### config.mk
export PLATFORM = sky130hd
export DESIGN_NAME = mem_responder
export DESIGN_NICKNAME = d
export VERILOG_FILES = /design/src/rtl/mem_pkg.sv /design/src/rtl/mem_array.sv /design/src/rtl/mem_responder.sv
export SDC_FILE = /design/constraint.sdc
export NUM_CORES = 2
export LEC_CHECK = 0
export ABC_AREA = 1
export CAP_MARGIN = 15
export CORE_MARGIN = 2
export CORE_UTILIZATION = 45
export CTS_CLUSTER_DIAMETER = 60
export DETAILED_ROUTE_END_ITERATION = 10
export SYNTH_ARGS = -nofsm -noshare
export SYNTH_HDL_FRONTEND = slang
export SYNTH_SLANG_ARGS = --single-unit
### constraint.sdc
create_clock -name CLK -period 3.88 [get_ports CLK]
set_input_delay 0.776 -clock CLK [delete_from_list [all_inputs] [get_ports CLK]]
set_output_delay 0.776 -clock CLK [all_outputs]
set_load 0.05 [all_outputs]
### src/rtl/mem_pkg.sv
// Shared types and sizes for the unified-bus memory responder.
// Feature macro used by mem_responder: MEM_RSP_WRITE_PROTECT_EN.
package mem_pkg;

   localparam int MEM_DEPTH = 256;
   localparam int BUS_W     = 8;
   localparam int ADDR_W    = $clog2(MEM_DEPTH);
   localparam int CNT_W     = 4;

   typedef enum logic [1:0] {
      S_IDLE,
      S_WAIT,
      S_DATA
   } state_t;

endpackage

### src/rtl/mem_array.sv
// 256 x 8 storage: synchronous write port, combinational read port.
// Contents are intentionally not reset.
module mem_array
   import mem_pkg::*;
(
   input  logic              CLK,
   input  logic              we,
   input  logic [ADDR_W-1:0] waddr,
   input  logic [BUS_W-1:0]  wdata,
   input  logic [ADDR_W-1:0] raddr,
   output logic [BUS_W-1:0]  rdata
);

   logic [BUS_W-1:0] mem [MEM_DEPTH];

   always_ff @(posedge CLK) begin
      if (we)
         mem[waddr] <= wdata;
   end

   assign rdata = mem[raddr];

endmodule

### src/rtl/mem_responder.sv
// Target end of the core's unified memory bus: IDLE -> WAIT -> DATA.
// Optional write protection below PROT_BASE: MEM_RSP_WRITE_PROTECT_EN.
module mem_responder
   import mem_pkg::*;
#(
   parameter int         WAIT_CYCLES = 0,
   parameter logic [7:0] PROT_BASE   = 8'h10
)
(
   input  logic             CLK,
   input  logic             RST,
   input  logic             req,
   input  logic             req_write,
   input  logic [BUS_W-1:0] bus_in,
   output logic [BUS_W-1:0] bus_out,
   output logic             bus_oe,
   output logic             rsp_valid,
   output logic             busy,
   output logic             err
);

   localparam logic [CNT_W-1:0] WAIT_LD = CNT_W'(WAIT_CYCLES);

   state_t            state, state_nxt;
   logic [ADDR_W-1:0] addr, addr_nxt;
   logic [ADDR_W-1:0] rd_addr;
   logic [BUS_W-1:0]  rd_data;
   logic [CNT_W-1:0]  cnt, cnt_nxt;
   logic              wr, wr_nxt;
   logic              load_rd;
   logic              prot;
   logic              we;

   always_comb begin
      state_nxt = state;
      addr_nxt  = addr;
      wr_nxt    = wr;
      cnt_nxt   = cnt;
      rd_addr   = addr;
      unique case (state)
         S_IDLE: begin
            if (req) begin
               addr_nxt  = bus_in;
               wr_nxt    = req_write;
               cnt_nxt   = WAIT_LD;
               // zero-wait reads must look up the address still on the bus
               rd_addr   = bus_in;
               state_nxt = (WAIT_LD != '0) ? S_WAIT : S_DATA;
            end
         end
         S_WAIT: begin
            cnt_nxt = cnt - 1'b1;
            if (cnt == CNT_W'(1))
               state_nxt = S_DATA;
         end
         S_DATA:  state_nxt = S_IDLE;
         default: state_nxt = S_IDLE;
      endcase
   end

   assign load_rd = (state_nxt == S_DATA) && (state != S_DATA) && !wr_nxt;

   always_ff @(posedge CLK or negedge RST) begin
      if (!RST) begin
         state   <= S_IDLE;
         addr    <= '0;
         wr      <= 1'b0;
         cnt     <= '0;
         bus_out <= '0;
      end else begin
         state <= state_nxt;
         addr  <= addr_nxt;
         wr    <= wr_nxt;
         cnt   <= cnt_nxt;
         if (load_rd)
            bus_out <= rd_data;
      end
   end

`ifdef MEM_RSP_WRITE_PROTECT_EN
   assign prot = wr && (addr < PROT_BASE);
`else
   logic unused_prot_base;
   assign unused_prot_base = ^PROT_BASE;
   assign prot = 1'b0;
`endif

   assign rsp_valid = (state == S_DATA);
   assign busy      = (state != S_IDLE);
   assign bus_oe    = rsp_valid && !wr;
   assign err       = rsp_valid && prot;
   assign we        = rsp_valid && wr && !prot;

   mem_array u_mem (
      .CLK   (CLK),
      .we    (we),
      .waddr (addr),
      .wdata (bus_in),
      .raddr (rd_addr),
      .rdata (rd_data)
   );

endmodule

# Word-level counts from Yosys, hierarchy flattened
# Memory sizes are Yosys's and may differ from the RTL's. A register that Yosys moved wholly into a read port is not among the register bits.
# Cells that the tools add are included.
dict set report op_classes {
  add_sub_neg 1
  eq_ne 6
  muxes 11
  reduce_logical 11
}
# operator count
set ops {}
lappend ops {{$mux 8} 2}
lappend ops {{$pmux 4 s2} 1}
lappend ops {{$eq 2x2->1 const B} 2}
lappend ops {{$eq 4x1->1 const B} 1}
lappend ops {{$logic_and 1x1->1} 4}
lappend ops {{$mux 1} 4}
lappend ops {{$mux 2} 2}
lappend ops {{$mux 4} 1}
lappend ops {{$ne 2x2->1 const B} 2}
lappend ops {{$pmux 2 s2} 1}
lappend ops {{$reduce_bool 2->1} 2}
lappend ops {{$sub 4x1->4 const B} 1}
lappend ops {{$logic_not 1->1} 3}
lappend ops {{$eq 2x1->1 const B} 1}
lappend ops {{$logic_not 2->1} 1}
lappend ops {{$reduce_and 2->1} 1}
dict set report totals {
  ff_bits 15
  mem_bits_rw 2048
  in_bits 12
  output_inout_bits 12
  word_cells 34
  mem_count 1
}
# name depth word_bits read_ports rd_clocked_by_memory_dff write_ports line_no
set mem_list {}
lappend mem_list {u_mem.mem 256 8 1 1 1 mem_array.sv:14} ;# logic [BUS_W-1:0] mem [MEM_DEPTH];

# Depth between registers and ports, before layout
dict set report logic_depth {
  depth_word 6
  mapped_depth 17
  mapped_depth_nobuf 14
}

# Cells and area by module
# A second synthesis with hierarchy kept.
dict set report hier_totals {
  cells_unflattened 7108
  hier_area_um2 84279.6
}
# module n_inst cells_per_inst area_per_inst_um2 seq_area_each_um2
set modules_own_cells {}
lappend modules_own_cells {mem_array 1 6995 83236.1 61499.0}
lappend modules_own_cells {mem_responder 1 113 1043.5 575.6}

# Least setup slack after synthesis
# OpenSTA, ideal clock, no wires.
dict set report synth_timing {
  path_type {reg2reg}
  from {reg state[1]}
  to {mem u_mem.mem[108][0], enable pin}
  setup_ns 0.370
  arrival_ns 2.480
  t_required_ns 3.510
  setup_slack_ns 1.030
  stages_incl_launch_ff 9
  path_buffers 2
  period_less_slack_ns 2.850
  path_cell_list {dfrtp_1 -> inv_1 -> nor2_1 -> nand2_1 -> clkinv_1 -> clkbuf_1 -> nand2_1 -> clkbuf_1 -> nor2_1}
}
dict set report synth_via {
  elab_chain_len 4
}
# element line_no
set synth_lines {}
lappend synth_lines {{start: declaration} mem_responder.sv:24} ;# state_t state, state_nxt;
lappend synth_lines {{start signal: assignment} mem_responder.sv:71} ;# state <= state_nxt;
lappend synth_lines {{$eq 2x2->1} mem_responder.sv:88} ;# assign rsp_valid = (state == S_DATA);
lappend synth_lines {{via rsp_valid} mem_responder.sv:17} ;# output logic rsp_valid,
lappend synth_lines {{$logic_and 1x1->1} mem_responder.sv:92} ;# assign we = rsp_valid && wr && !prot;
lappend synth_lines {{$mux 1} mem_array.sv:17} ;# if (we)
lappend synth_lines {{$mux 1 (implied by the code)} mem_array.sv:18} ;# mem[waddr] <= wdata;
lappend synth_lines {{end: declaration} mem_array.sv:14}
# The timed path passes the listed nets, and every way through them passes these cells.

# Worst setup path after layout
dict set report layout_timing {
  from {reg state[0]}
  to {reg bus_out[2] (read register of u_mem.mem)}
}
dict set report layout_via {
  elab_chain_len 5
  elab_cells_between_ends 12
  cone_classes {3 x eq/ne; 5 x mux; 4 x reduce/logical}
}
# element line_no
set layout_lines {}
lappend layout_lines {{$eq 2x1->1 (tied with other cells)} mem_responder.sv:40} ;# unique case (state)
lappend layout_lines {{$pmux 2 s2} mem_responder.sv:40}
lappend layout_lines {{$eq 2x2->1} mem_responder.sv:61} ;# assign load_rd = (state_nxt == S_DATA) && (state != S_DATA) && !wr_nxt;
lappend layout_lines {{$logic_and 1x1->1 (2 in a row)} mem_responder.sv:61}
lappend layout_lines {{end: declaration} mem_responder.sv:15} ;# output logic [BUS_W-1:0] bus_out,
# Parallel ways exist; a longest one is shown, timed or not.
# A chain may end at the register's enable or synchronous reset.

==> results.toml <==
[clocking]
cts_max_level = 4
clockBufferDepth = 3
clk_latency_ns = 0.87
tritoncts = "done"
root_buffer = "clkbuf_16"
cts_resized = 0
cts_buffers = 211
hold_buffers = 0
cts_setup_buffers = 0
cts.sinks = 2071
cts.clk_slew.worst_paths_ns = 0.06

[synthesis]
yosys.area.top_type = "edfxtp_1"
yosysWarnings = 0
netlist_area_um2 = 84160
synthCells = 7086
yosys.area.top_type_share_pct = 73.07
synth_area_leaders = "edfxtp_1 (73%), nand3_1 (13%), nand2_1 (9.1%)"
yosysUniqueCellTypes = 26
ys_seq_area_share_pct = 73.75
synth_area_per_cell_um2 = 11.88
syn_nets = 7100
synth_seq_cells = 2071

[finish]
num-nets-final = 7110
final_common_cell = "nand3_1"
final.fill_count = 15880
stdcell_count = 9748
layout_common_cells = "nand3_1 (2113), edfxtp_1 (2048), nand2_1 (2032)"
final_util_pct = 51.25
drive_gt1_share_pct = 8.148
areaGrowthSynthToFinish_pct = 13.04

[run]
max-cap-violations = 0

[timing]
drv_slew = 0
tightest_slew_ns = 1.123
rsz0062_at_grt = "no"
finClkSkew_ns = 0.05253
relSlewSlack_pct = 24.85
finalWorstSetupSlack_ns = 0.3614
finalSetupViolCount = 0
fin_crit_ns = 3.519
hold_viol_final = 0
timing.fmax_ghz = 0.2842
min_period_over_period_pct = 90.69

[critical_path]
slowest_stage = "dfrtp_1"
crit_arrival_ns = 4.27
r2r-start = "state[0]$_DFF_PN0_"
cp-end-kind = "flop"
cp-startpoint = "state[0]$_DFF_PN0_"
critPathTopFamily = "simple AND/OR/NAND/NOR gates"
critPathMaxFanout = 37
critPathMaxStageDelay_ns = 0.43
worst_path_most_repeated_cell = "nand3_1"
required_ns = 4.64
cp_num_buf_inv = 4
start_kind = "flop"
path_class = "reg -> reg"
crit_chain = "nor2_4 > nand2_1 > buf_12 > nand2_1 > nand2_4 > buf_12 > buf_12 > buf_4 > nand2_1 > nand3_1 > nand3_1 > nand3_1 > nand3_1 > nand3_1 > nand3_1 > nand3_1 > nand3_1 > nand2_1"

[floorplanning]
start_util_pct = 45.34
dieArea_um2 = 190500
top_level_ports = 24
die_w_um = 436.5
core_um2 = 185600
fp.dieH_um = 436.5
row_count = 158

[run_status]
status = "finished, final reports clean"

[detailed_routing]
avgRoutedWirePerCell_um = 24.56
drt-met1-wl_mm = 98.64
wl_met2_mm = 110.4
detail-route-antenna-nets = 0
highest_layer = "met5"
first_pass_iters = 5
met3WireLength_mm = 20.93
drc = 0
avgViaCountPerCell = 5.749
finalWirelength_mm = 239.4
drt_iter0_drc = 7060
vias = 56040

[global_route]
grt_overflow_total = 0
grt_util_all_layers_pct = 24.85
grt_max_degree = 156
grt_pass1_wl_mm = 354.6
antenna_found_initial = 4
grt_pass1_vias = 53720

[placed_design]
gp_congestion = 0.9329
place_inst = 9363
numPortBuffers = 22
post-dp-hpwl_mm = 143.1
pre_cts_ws_ns = -0.3926

[power]
pwr-share-seq_pct = 48.0
clock_power_share_pct = 38.2
ir_drop_mv = 0.3791
leakagePower_uw = 0.03244
p_switching_uw = 13770
internal-power_uw = 37890
powerDensity_nw_per_um2 = 543.0
sw_frac_of_total_pct = 26.65
p_comb_share_pct = 13.8

[worst_hold_path]
hp-class = "in -> reg"
min-delay-start = "bus_in[4]"
layer usage:
layer  vias to the layer above  GRT usage, %
li1                      25270             -
met1                     27750         34.81
met2                      2583         38.41
met3                       433         4.775
met4                         4         9.744
met5                         -             0
layout make-up:
class / count / area, µm² / share of cell area (%)
diodes: 2 / 5.005 / 0.005260
clock buffers: 261 / 5529 / 5.811
clock inverters: 122 / 1150 / 1.209
inverters: 50 / 197.7 / 0.2078
multi-input cells: 4477 / 19660 / 20.66
flip-flops and latches: 2071 / 62070 / 65.25
well taps: 2480 / 3103 / 3.261
repair buffers: 285 / 3423 / 3.598
power groups by stage:
stage / Combinational (µW) / Sequential (µW) / Clock, µW
3_5_place_dp: 7050 / 25200 / 0
3_3_place_gp: 7010 / 25200 / 0
5_1_grt: 7670 / 24700 / 20800
4_1_cts: 7080 / 24800 / 20000
2_1_floorplan: 3920 / 25300 / 0
6_report: 7150 / 24800 / 19700
synthesized netlist by cell type (all sizes together):
master and count:
conb 1, edfxtp 2048, inv 47, nor2 291, and3 1, mux2i 1
nor4 1, a21oi 1, dfrtp 23, buf 393, nand3 2114, clkbuf 95
o21ai 11, ha 2, xnor2 1, nor3 1, clkinv 3, nand2 2052
logic make-up (layout without fill, tap and decap cells):
family,count (synthesis),in the layout,synth area share [%]
multiplexers,1,1,0.01189
other,1,3,0.004456
buffers and inverters,538,718,3.039
AO/OA/AOI/OAI,12,12,0.09812
flip-flops,2071,2071,73.75
AND/OR/NAND/NOR,4460,4460,23.05
XOR/XNOR,1,1,0.01041
adder cells (fa/ha/maj),2,2,0.02973
metrics by stage:
step	setup TNS (ns)	hold slack (ns)	power, µW	area [µm²]
floorplan	0	0.4498	29180	84160
global placement	-2.295	0.4847	32240	88460
detailed placement	-2.381	0.4792	32290	88460
CTS	0	0.2172	51790	95140
global route	0	0.2501	53230	95140
finish	0	0.2797	51660	95140
registers in the layout, indices dropped and copies added (netlist names):
signal / flops
u_mem.mem: 2048
addr: 8
bus_out: 8
cnt: 4
state: 2
wr: 1
final timing paths:
kind                       slack (ns)  depth (start not counted)                          to
min                              0.28                          1  u_mem.mem[17][4]$_DFFE_PP_
max reg2reg                      0.36                         18      bus_out[2]$_DFFE_PN0P_
max in group asynchronous        2.68                          2           addr[6]$_DFF_PN0_
max                              0.36                         18      bus_out[2]$_DFFE_PN0P_
min reg2reg                      0.49                          1          cnt[3]$_DFFE_PN0P_
min in group asynchronous        0.48                          1           addr[1]$_DFF_PN0_
(Power assumes the default switching activity.)
